[config.mk]
export PLATFORM = sky130hd
export DESIGN_NAME = data_ram_arbiter
export DESIGN_NICKNAME = d
export VERILOG_FILES = /design/src/rtl/data_ram_arbiter.sv
export SDC_FILE = /design/constraint.sdc
export NUM_CORES = 1
export LEC_CHECK = 0
export CAP_MARGIN = 0
export CORE_MARGIN = 4
export CORE_UTILIZATION = 36
export DETAILED_ROUTE_END_ITERATION = 16
export GPL_TIMING_DRIVEN = 0
export PLACE_DENSITY = 0.76
export SLEW_MARGIN = 20
export SYNTH_ARGS = -nofsm -noshare
export SYNTH_HDL_FRONTEND = slang
export SYNTH_SLANG_ARGS = --single-unit
[constraint.sdc]
create_clock -name clk -period 1.45 [get_ports clk]
set_clock_uncertainty 0.1 [all_clocks]
set_input_delay 0.3625 -clock clk [delete_from_list [all_inputs] [get_ports clk]]
set_output_delay 0.3625 -clock clk [all_outputs]
set_load 0.02 [all_outputs]
[src/rtl/data_ram_arbiter.sv]
`timescale 1ns/1ps
`default_nettype none
// ============================================================================
//  Module      : data_ram_arbiter
//  Description : Two-port round-robin arbiter and access sequencer for the
//                16-bit data RAM. Port 0 is the CPU load/store stage and
//                port 1 is the debug/DMA loader. Accesses are serialised onto
//                the single RAM port through registered cs/rnw/addr/wdata.
//                Read data comes back with a one-cycle rvalid pulse.
//  Ports       : clk, rst_n           - clock, async active-low reset
//                m*_req/rnw/addr/wdata - requester inputs (held until gnt)
//                m*_gnt                - one-cycle accept pulse
//                m*_rvalid/rdata       - read return (rdata held until next)
//                busy                  - high whenever the sequencer is busy
//                ram_cs/rnw/addr/wdata - registered RAM control
//                ram_rdata             - RAM read data (valid in RESP cycle)
//  Revision    : 1.0 - initial release
// ============================================================================
module data_ram_arbiter #(
  parameter int DATA_BUS_WIDTH = 16
) (
  input  logic                      clk,
  input  logic                      rst_n,
  input  logic                      m0_req,
  input  logic                      m0_rnw,
  input  logic [DATA_BUS_WIDTH-1:0] m0_addr,
  input  logic [DATA_BUS_WIDTH-1:0] m0_wdata,
  input  logic                      m1_req,
  input  logic                      m1_rnw,
  input  logic [DATA_BUS_WIDTH-1:0] m1_addr,
  input  logic [DATA_BUS_WIDTH-1:0] m1_wdata,
  output logic                      m0_gnt,
  output logic                      m1_gnt,
  output logic                      m0_rvalid,
  output logic                      m1_rvalid,
  output logic [DATA_BUS_WIDTH-1:0] m0_rdata,
  output logic [DATA_BUS_WIDTH-1:0] m1_rdata,
  output logic                      busy,
  output logic                      ram_cs,
  output logic                      ram_rnw,
  output logic [DATA_BUS_WIDTH-1:0] ram_addr,
  output logic [DATA_BUS_WIDTH-1:0] ram_wdata,
  input  logic [DATA_BUS_WIDTH-1:0] ram_rdata
);

  typedef enum logic [1:0] {
    IDLE   = 2'd0,
    ACCESS = 2'd1,
    RESP   = 2'd2
  } state_t;

  state_t state;
  logic   last_grant;  // port that won the most recent grant
  logic   owner;       // port that owns the access in flight

  // Port 1 wins when it is the only requester, or when both request and
  // port 0 was granted last. Resetting last_grant to 1 hands the first tie
  // to port 0.
  logic pick1;
  assign pick1 = m1_req & (~m0_req | ~last_grant);

  always_ff @(posedge clk or negedge rst_n) begin
    if (!rst_n) begin
      state      <= IDLE;
      last_grant <= 1'b1;
      owner      <= 1'b0;
      m0_gnt     <= 1'b0;
      m1_gnt     <= 1'b0;
      m0_rvalid  <= 1'b0;
      m1_rvalid  <= 1'b0;
      m0_rdata   <= '0;
      m1_rdata   <= '0;
      busy       <= 1'b0;
      ram_cs     <= 1'b0;
      ram_rnw    <= 1'b1;
      ram_addr   <= '0;
      ram_wdata  <= '0;
    end else begin
      // gnt and rvalid are single-cycle pulses
      m0_gnt    <= 1'b0;
      m1_gnt    <= 1'b0;
      m0_rvalid <= 1'b0;
      m1_rvalid <= 1'b0;

      case (state)
        IDLE: begin
          if (m0_req || m1_req) begin
            owner      <= pick1;
            last_grant <= pick1;
            ram_cs     <= 1'b1;
            ram_rnw    <= pick1 ? m1_rnw   : m0_rnw;
            ram_addr   <= pick1 ? m1_addr  : m0_addr;
            ram_wdata  <= pick1 ? m1_wdata : m0_wdata;
            m0_gnt     <= ~pick1;
            m1_gnt     <= pick1;
            busy       <= 1'b1;
            state      <= ACCESS;
          end
        end

        ACCESS: begin
          // The RAM samples cs on this edge; rnw/addr/wdata stay put so the
          // bus never changes while cs is high.
          ram_cs <= 1'b0;
          if (ram_rnw) begin
            state <= RESP;
          end else begin
            state <= IDLE;
            busy  <= 1'b0;
          end
        end

        RESP: begin
          if (owner) begin
            m1_rdata  <= ram_rdata;
            m1_rvalid <= 1'b1;
          end else begin
            m0_rdata  <= ram_rdata;
            m0_rvalid <= 1'b1;
          end
          state <= IDLE;
          busy  <= 1'b0;
        end

        default: begin
          state  <= IDLE;
          busy   <= 1'b0;
          ram_cs <= 1'b0;
        end
      endcase
    end
  end

endmodule
`default_nettype wire

Word-level counts from Yosys, hierarchy flattened --
Cells that the tools add are included. W data, S select, Z words.
Word-level totals: bits in registers 75, output and inout bits 71, bits of input ports 86
Cells by class: bitwise operators 7, equality and inequality tests 4, reduce and logical (&&, ||, !) cells 7, muxes and demuxes 18
Operators by type and width (number):
- $mux W16 | 2
- $mux W1 | 11
- $reduce_and A2 Y1 | 5
- $not A1 Y1 | 5
- $mux W2 | 2
- $ne A2 B2 Y1 const B | 2
- $pmux W1 S2 | 2
- $pmux W2 S2 | 1
- $eq A2 B1 Y1 const B | 1
- $eq A2 B2 Y1 const B | 1
- $logic_not A2 Y1 | 1
- $and A1 B1 Y1 | 1
- $logic_or A1 B1 Y1 | 1
- $or A1 B1 Y1 | 1

Longest topological paths before layout --
Gate-level depths: netlist of run 1.
depth after elaboration 6, depth in mapped cells 4, mapped depth without buffers 4

Least setup slack after synthesis of run 1 --
OpenSTA, ideal clock, no wires.
path type flip-flop to flip-flop, start register state[0], end register m0_rdata[10], cell stages (with the launch flop) 4, arrival 1286 ps, setup slack -61 ps, period minus slack after synthesis 1511 ps, path through dfrtp_1 nor3b_4 buf_6 mux2_2
Between the ends: cells in the longest elaborated chain, start to end 2
RTL lines:
- start: declaration | line 52 | state_t state;
- start signal: assignment | line 64 | state <= IDLE;
- start signal: assignment | line 97 | state <= ACCESS;
- start signal: assignment | line 106 | state <= RESP;
- $eq A2 B2 Y1 | line 85 | case (state)
- $reduce_and A2 Y1 (no source line)
- end signal: assignment | line 118 | m0_rdata <= ram_rdata;
- end: declaration | line 36 | output logic [DATA_BUS_WIDTH-1:0] m0_rdata,
No other way between the ends. A chain may end at the register's enable or synchronous reset.

Final worst setup path of run 1 --
Ends and elaborated chain as after synthesis.

==> results of run 1 <==
==> power by group through the flow <==
stage               clock [uW]  sequential (uW)  combinational, uW
finish                    1750             3770               6030
global route              1870             3890               6440
CTS                       1790             3660               5210
detailed placement           0             3700               5480
global placement             0             3670               5390
floorplan                    0             4840               1590
==> synth_stat cells <==
cell type	count	area [um^2]
clkbuf_1	6	22.5
buf_6	1	11.3
nand3b_2	1	11.3
o21ai_0	36	180
dfrtp_1	73	1830
dfstp_2	2	52.6
nor3b_4	1	18.8
inv_1	71	267
or2_2	1	6.26
nor2_1	2	7.51
mux2_2	32	360
nand2_1	2	7.51
a21o_1	2	15.0
clkbuf_8	1	13.8
nand2b_1	1	6.26
and3b_2	1	10.0
buf_2	6	30.0
nand3_1	2	10.0
o221ai_1	33	289
==> cell type report <==
| cell class | instances | area [um^2] |
|---|---|---|
| clock inverters | 7 | 92.6 |
| fillers | 658 | 2990 |
| multi-input cells | 115 | 1230 |
| repair buffers | 170 | 1460 |
| clock buffers | 9 | 124 |
| well taps | 105 | 131 |
| flip-flops and latches | 75 | 1880 |
| plain buffers | 14 | 168 |
| inverters | 71 | 267 |
==> cell families after synthesis <==
family / after synthesis
and+or+nand+nor: 11
AOI/OAI and AO/OA: 71
muxes: 32
buffers and inverters: 85
DFF: 75
==> repair_timing <==
item,CTS,global route
setup buffers,4,3
hold endpoints to repair,21,0
hold buffers,1,0
gates cloned,0,6
gates resized for setup,343,74
endpoints found under the setup margin,127,68
pin swaps,4,16
==> cells in the final DEF (no fill, tap or decap), types with 3 or more instances in the layout <==
master           synthesis  final
o21ai_0                 36      4
mux2_4                   0     13
buf_8                    0      4
buf_4                    0      3
o221ai_1                33     21
clkinv_2                 0      3
mux2_2                  32     19
buf_2                    6     69
o21ai_4                  0      5
inv_1                   71     71
clkbuf_8                 1      9
dfrtp_1                 73     71
clkdlybuf4s50_1          0     82
o21ai_1                  0      9
clkbuf_16                0      5
o21ai_2                  0     18
clkbuf_2                 0      3
buf_6                    1     11
o221ai_2                 0     12
==> flip-flops by register name, indices dropped and copies added, names as in the netlist, 2 cells and up <==
signal	count
state	2
m1_rdata	16
ram_addr	16
ram_wdata	16
m0_rdata	16
==> through the flow <==
stage | setup WS [ns] | util, %
after floorplan | -0.0537 | -
after global placement | -2.68 | 58.0
after detailed placement | -0.552 | 58.3
after CTS | -0.0990 | 60.0
after global routing | -0.163 | 64.1
final | -0.100 | 64.1
==> final timing paths <==
kind | to | slack (ns) | from | depth (start not counted)
worst max register to register | m0_rdata[10]$_DFFE_PN0P_ | -0.10 | state[0]$_DFFE_PN0P_ | 4
worst min-delay path | m0_rdata[2]$_DFFE_PN0P_ | 0.35 | rst_n | 2
min in group clk | m1_gnt$_DFF_PN0_ | 0.40 | m1_req | 3
worst max-delay path | m0_rdata[10]$_DFFE_PN0P_ | -0.10 | state[0]$_DFFE_PN0P_ | 4
worst min register to register | ram_addr[9]$_DFFE_PN0P_ | 0.40 | ram_addr[9]$_DFFE_PN0P_ | 2
max in group asynchronous | last_grant$_DFFE_PN1P_ | 0.27 | rst_n | 3
==> per-layer routing <==
layer	GRT usage (%)	vias up	wire (um)
li1	-	1293	-
met1	21.2	1340	3840
met2	27.6	116	4370
met3	4.89	14	838
met4	6.65	0	141
met5	0	-	0
==> worst register-to-register path, stage by stage (launching register included) <==
cell     delay [ns]
dfrtp_2        0.45
buf_6          0.13
nor3b_4        0.22
buf_6          0.20
mux2_2         0.35
==> flow_summary.yaml, run 1 <==
power_and_ir_drop:
  ir_drop_mv: 0.999
  p_sw_uw: 4550
  seqPwrFrac_pct: 32.6
  power.leakage_uw: 0.00265
  powerDensity_nw_per_um2: 2160
  p_clk_share_pct: 15.1
  pwr-share-comb_pct: 52.2
  swShare_pct: 39.4
  p_total_uw: 11500
  internal_power_uw: 6990
sta:
  holdWs_ns: 0.352
  fin_crit_ns: 1.55
  worst-slew-pin-transition_ns: 0.414
  fmax_mhz: 645
  setup_ws_ns: -0.100
  hold_viol_final: 0
  slew_headroom_pct: 72.4
  fin_crit_sh_pct: 107
  setup_viol: 64
  timing.final.max_slew_violations: 0
  rsz0062_at_grt: "true"
  finalSetupTns_ns: -4.10
floorplan:
  start_util_pct: 37.7
  fp.dieW_um: 101
  die-area_um2: 10300
  die_h_um: 101
  io_pins: 157
  design.core.area_um2: 8340
  num_rows: 33
worst_setup_path:
  path_common_cell: "buf_6"
  crit_buf_inv: 2
  arrival_ns: 1.68
  cpLargestDelayFamily: "flip-flops"
  worstPathMaxFanout: 10
  worstPathRequired_ns: 1.58
  start_kind: "register"
  cp_slowest_cell: "dfrtp_2"
  path_class: "reg2reg"
  path_cells: "buf_6 > nor3b_4 > buf_6 > mux2_2"
  critPathMaxStageDelay_ns: 0.45
  endpoint_kind: "register"
finish:
  n_antenna_cell: 0
  final_cells: 566
  syn2layout_area_growth_pct: 70.0
  final_nets: 542
  drive_gt1_share_pct: 42.3
  final_cell_area_um2: 5350
route:
  drt_iter0_markers: 70
  wire_per_inst_um: 16.2
  final_antenna_net_count: 0
  drt-total-wl_um: 9190
  viasPerCell: 4.88
  dr.pass1.iters: 4
  vias: 2763
  drcViolationCount: 0
job:
  maxCapViolations: 0
synthesis:
  synth_top_family_by_area: "compound AO/OA/AOI/OAI gates"
  synth_nets: 360
  synthXorXnorAreaFrac_pct: 0
  synth-compound-area-share_pct: 15.4
  synth_warnings: 0
  synth.area.mux_share_pct: 11.5
  synth_seq_area_share_pct: 59.7
  synth-simple-area-share_pct: 2.47
  synthesis.area_um2: 3150
  syn_avg_cell_area_um2: 11.5
  synth_fa_ha_area_share_pct: 0
  ys_ff_latch: 75
  syn_inst: 274
  synth.distinct_cells: 19
clock_network:
  cts_root_buf: "clkbuf_8"
  cts_tree: "done"
  cts_buffers: 9
  cts.sinks: 75
  clkTransAtPathRegs_ns: 0.08
  htree_levels: 3
  clkLatencyLatePin_ns: 0.33
  cts_buffer_depth: 2
placed_design:
  dpl.hpwl_um: 6460
  place.port_buffers: 156
  globalplace.congestion: 0.799
  place_area_um2: 4860
  dp.cells: 536
status:
  violations: "setup timing"
  status: "complete, but fails checks"
global_route:
  gr-total-overflow: 0
  antenna_found_initial: 0
  grt_pass1_wl_um: 13700
  grt.total_usage_pct: 16.9
  grt_pass1_vias: 2792
  grt_max_degree: 55
hold_path:
  hold_path.class: "in2async"
No activity file was read; power rests on OpenSTA's default activity.
==> run 2, diff against run 1 <==
--- a/config.mk
+++ b/config.mk
@@ -6,6 +6,7 @@
 export NUM_CORES = 1
 export LEC_CHECK = 0
 export CAP_MARGIN = 0
+export CORE_ASPECT_RATIO = 1.4
 export CORE_MARGIN = 4
 export CORE_UTILIZATION = 36
 export DETAILED_ROUTE_END_ITERATION = 16
==> flow_summary.yaml, run 2 (synthesis gave the netlist of run 1 again) <==
sta:
  rsz0062_at_grt: "true"
  setup_ws_ns: -0.0228
  finalSetupTns_ns: -0.151
  slew_headroom_pct: 69.3
  worst-slew-pin-transition_ns: 0.456
  fin_crit_sh_pct: 102
  fmax_mhz: 679
  fin_crit_ns: 1.47
  setup_viol: 11
  hold_viol_final: 0
  timing.final.max_slew_violations: 0
clock_network:
  cts_buffer_depth: 2
  clkTransAtPathRegs_ns: 0.06
  cts.sinks: 75
  cts_root_buf: "clkbuf_16"
  cts_tree: "done"
  cts_buffers: 9
  clkLatencyLatePin_ns: 0.33
  htree_levels: 3
floorplan:
  design.core.area_um2: 8560
  num_rows: 40
  die_h_um: 119
  die-area_um2: 10300
  start_util_pct: 36.8
  fp.dieW_um: 87
  io_pins: 157
finish:
  fill_cells: 720
  final_cells: 567
  mostFrequentLayoutCells: "82 x clkdlybuf4s50_1, 71 x inv_1, 70 x dfrtp_1"
  final_nets: 543
  layout_commonest_cell: "clkdlybuf4s50_1"
  n_antenna_cell: 0
  multi_input_area_um2: 1100
  regArea_um2: 1880
  drive_gt1_share_pct: 38.1
  syn2layout_area_growth_pct: 68.8
  final_cell_area_um2: 5310
global_route:
  grt_pass1_wl_um: 14600
  grt_pass1_vias: 2922
  grt_max_degree: 58
  grt.total_usage_pct: 18.2
  gr-total-overflow: 0
  antenna_found_initial: 0
route:
  wire_per_inst_um: 16.5
  drt-total-wl_um: 9380
  drcViolationCount: 0
  dr.pass1.iters: 4
  drt_iter0_markers: 76
  final_antenna_net_count: 0
  vias: 2756
  viasPerCell: 4.86
worst_setup_path:
  endpoint_kind: "output port"
  path_cells: "buf_6"
  critPathMaxStageDelay_ns: 0.56
  path_class: "reg2out"
  arrival_ns: 1.01
  crit_buf_inv: 1
  r2r_cells: 4
  start_kind: "register"
  worstPathRequired_ns: 0.99
  cp_slowest_cell: "dfstp_2"
  cpLargestDelayFamily: "flip-flops"
  worstSetupPathDepth: 1
  worstPathMaxFanout: 3
power_and_ir_drop:
  power.leakage_uw: 0.00263
  ir_drop_mv: 1.10
  p_total_uw: 11500
  powerDensity_nw_per_um2: 2160
placed_design:
  globalplace.congestion: 0.733
  dpl.hpwl_um: 6580
  dp.cells: 536
  place.port_buffers: 156
  place_area_um2: 4860
status:
  status: "complete, but fails checks"
  violations: "setup timing"
hold_path:
  hold_path.class: "in2async"
job:
  maxCapViolations: 0
==> run 2: cell count changes in the layout (fill, tap and decap cells not counted), moves of 4 or more <==
cell	previous run	this run
o221ai_1	21	29
o221ai_2	12	4
clkbuf_16	5	9
o21ai_1	9	20
buf_2	69	51
buf_4	3	10
clkbuf_8	9	2
clkdlybuf4s15_2	1	17
o21ai_2	18	10
o21ai_4	5	0
==> run 2: final timing paths <==
check / endpoint / slack, ns / from
worst min register to register: ram_wdata[6]$_DFFE_PN0P_ / 0.40 / ram_wdata[6]$_DFFE_PN0P_
min in group clk: ram_wdata[6]$_DFFE_PN0P_ / 0.40 / ram_wdata[6]$_DFFE_PN0P_
worst max-delay path: ram_rnw / -0.02 / ram_rnw$_DFFE_PN1P_
worst max register to register: m0_rdata[6]$_DFFE_PN0P_ / -0.02 / state[0]$_DFFE_PN0P_
max in group asynchronous: ram_rnw$_DFFE_PN1P_ / 0.27 / rst_n
worst min-delay path: ram_addr[2]$_DFFE_PN0P_ / 0.37 / rst_n
==> run 2: layer usage <==
layer / global-route usage, % / up-vias / routed length [um]
met4: 6.34 / 0 / 135
li1: - / 1296 / -
met2: 31.0 / 114 / 4910
met3: 5.30 / 10 / 780
met5: 0 / - / 0
met1: 21.3 / 1336 / 3550
==> run 2: area by class of cell <==
cell class | count | share of cell area (%)
multi-input combinational | 114 | 20.8
inverter | 71 | 5.02
sequential | 75 | 35.5
timing repair buffer | 172 | 27.9
tap | 105 | 2.47
clock buffer | 11 | 4.76
buffer | 14 | 3.11
clock inverter | 5 | 0.518
==> run 2: report_power, final <==
| group | internal [uW] | total [uW] | leakage [uW] | switching [uW] |
|---|---|---|---|---|
| combinational | 2680 | 5660 | 0.00158 | 2970 |
| clock | 1240 | 2070 | 0.000141 | 831 |
| sequential | 3150 | 3750 | 0.000905 | 601 |
| total | 7070 | 11500 | 0.00263 | 4410 |
==> run 2: repair_timing <==
item / 4_1_cts / 5_1_grt
endpoints found under the setup margin: 126 / 83
hold buffers: 1 / 0
cloned: 1 / 0
buffers inserted: 4 / 9
gates resized for setup: 303 / 76
pin swaps: 2 / 5
hold endpoints to repair: 18 / 0
==> run 2: stage by stage <==
| step | worst slack (ns) | hold WS (ns) | utilization [%] |
|---|---|---|---|
| after floorplan | -0.0537 | -0.0331 | - |
| after global placement | -2.67 | 0.388 | 56.5 |
| after detailed placement | -0.640 | 0.168 | 56.8 |
| after CTS | -0.0367 | 0.355 | 62.7 |
| after global routing | -0.0558 | 0.403 | 62.0 |
| final | -0.0228 | 0.371 | 62.0 |
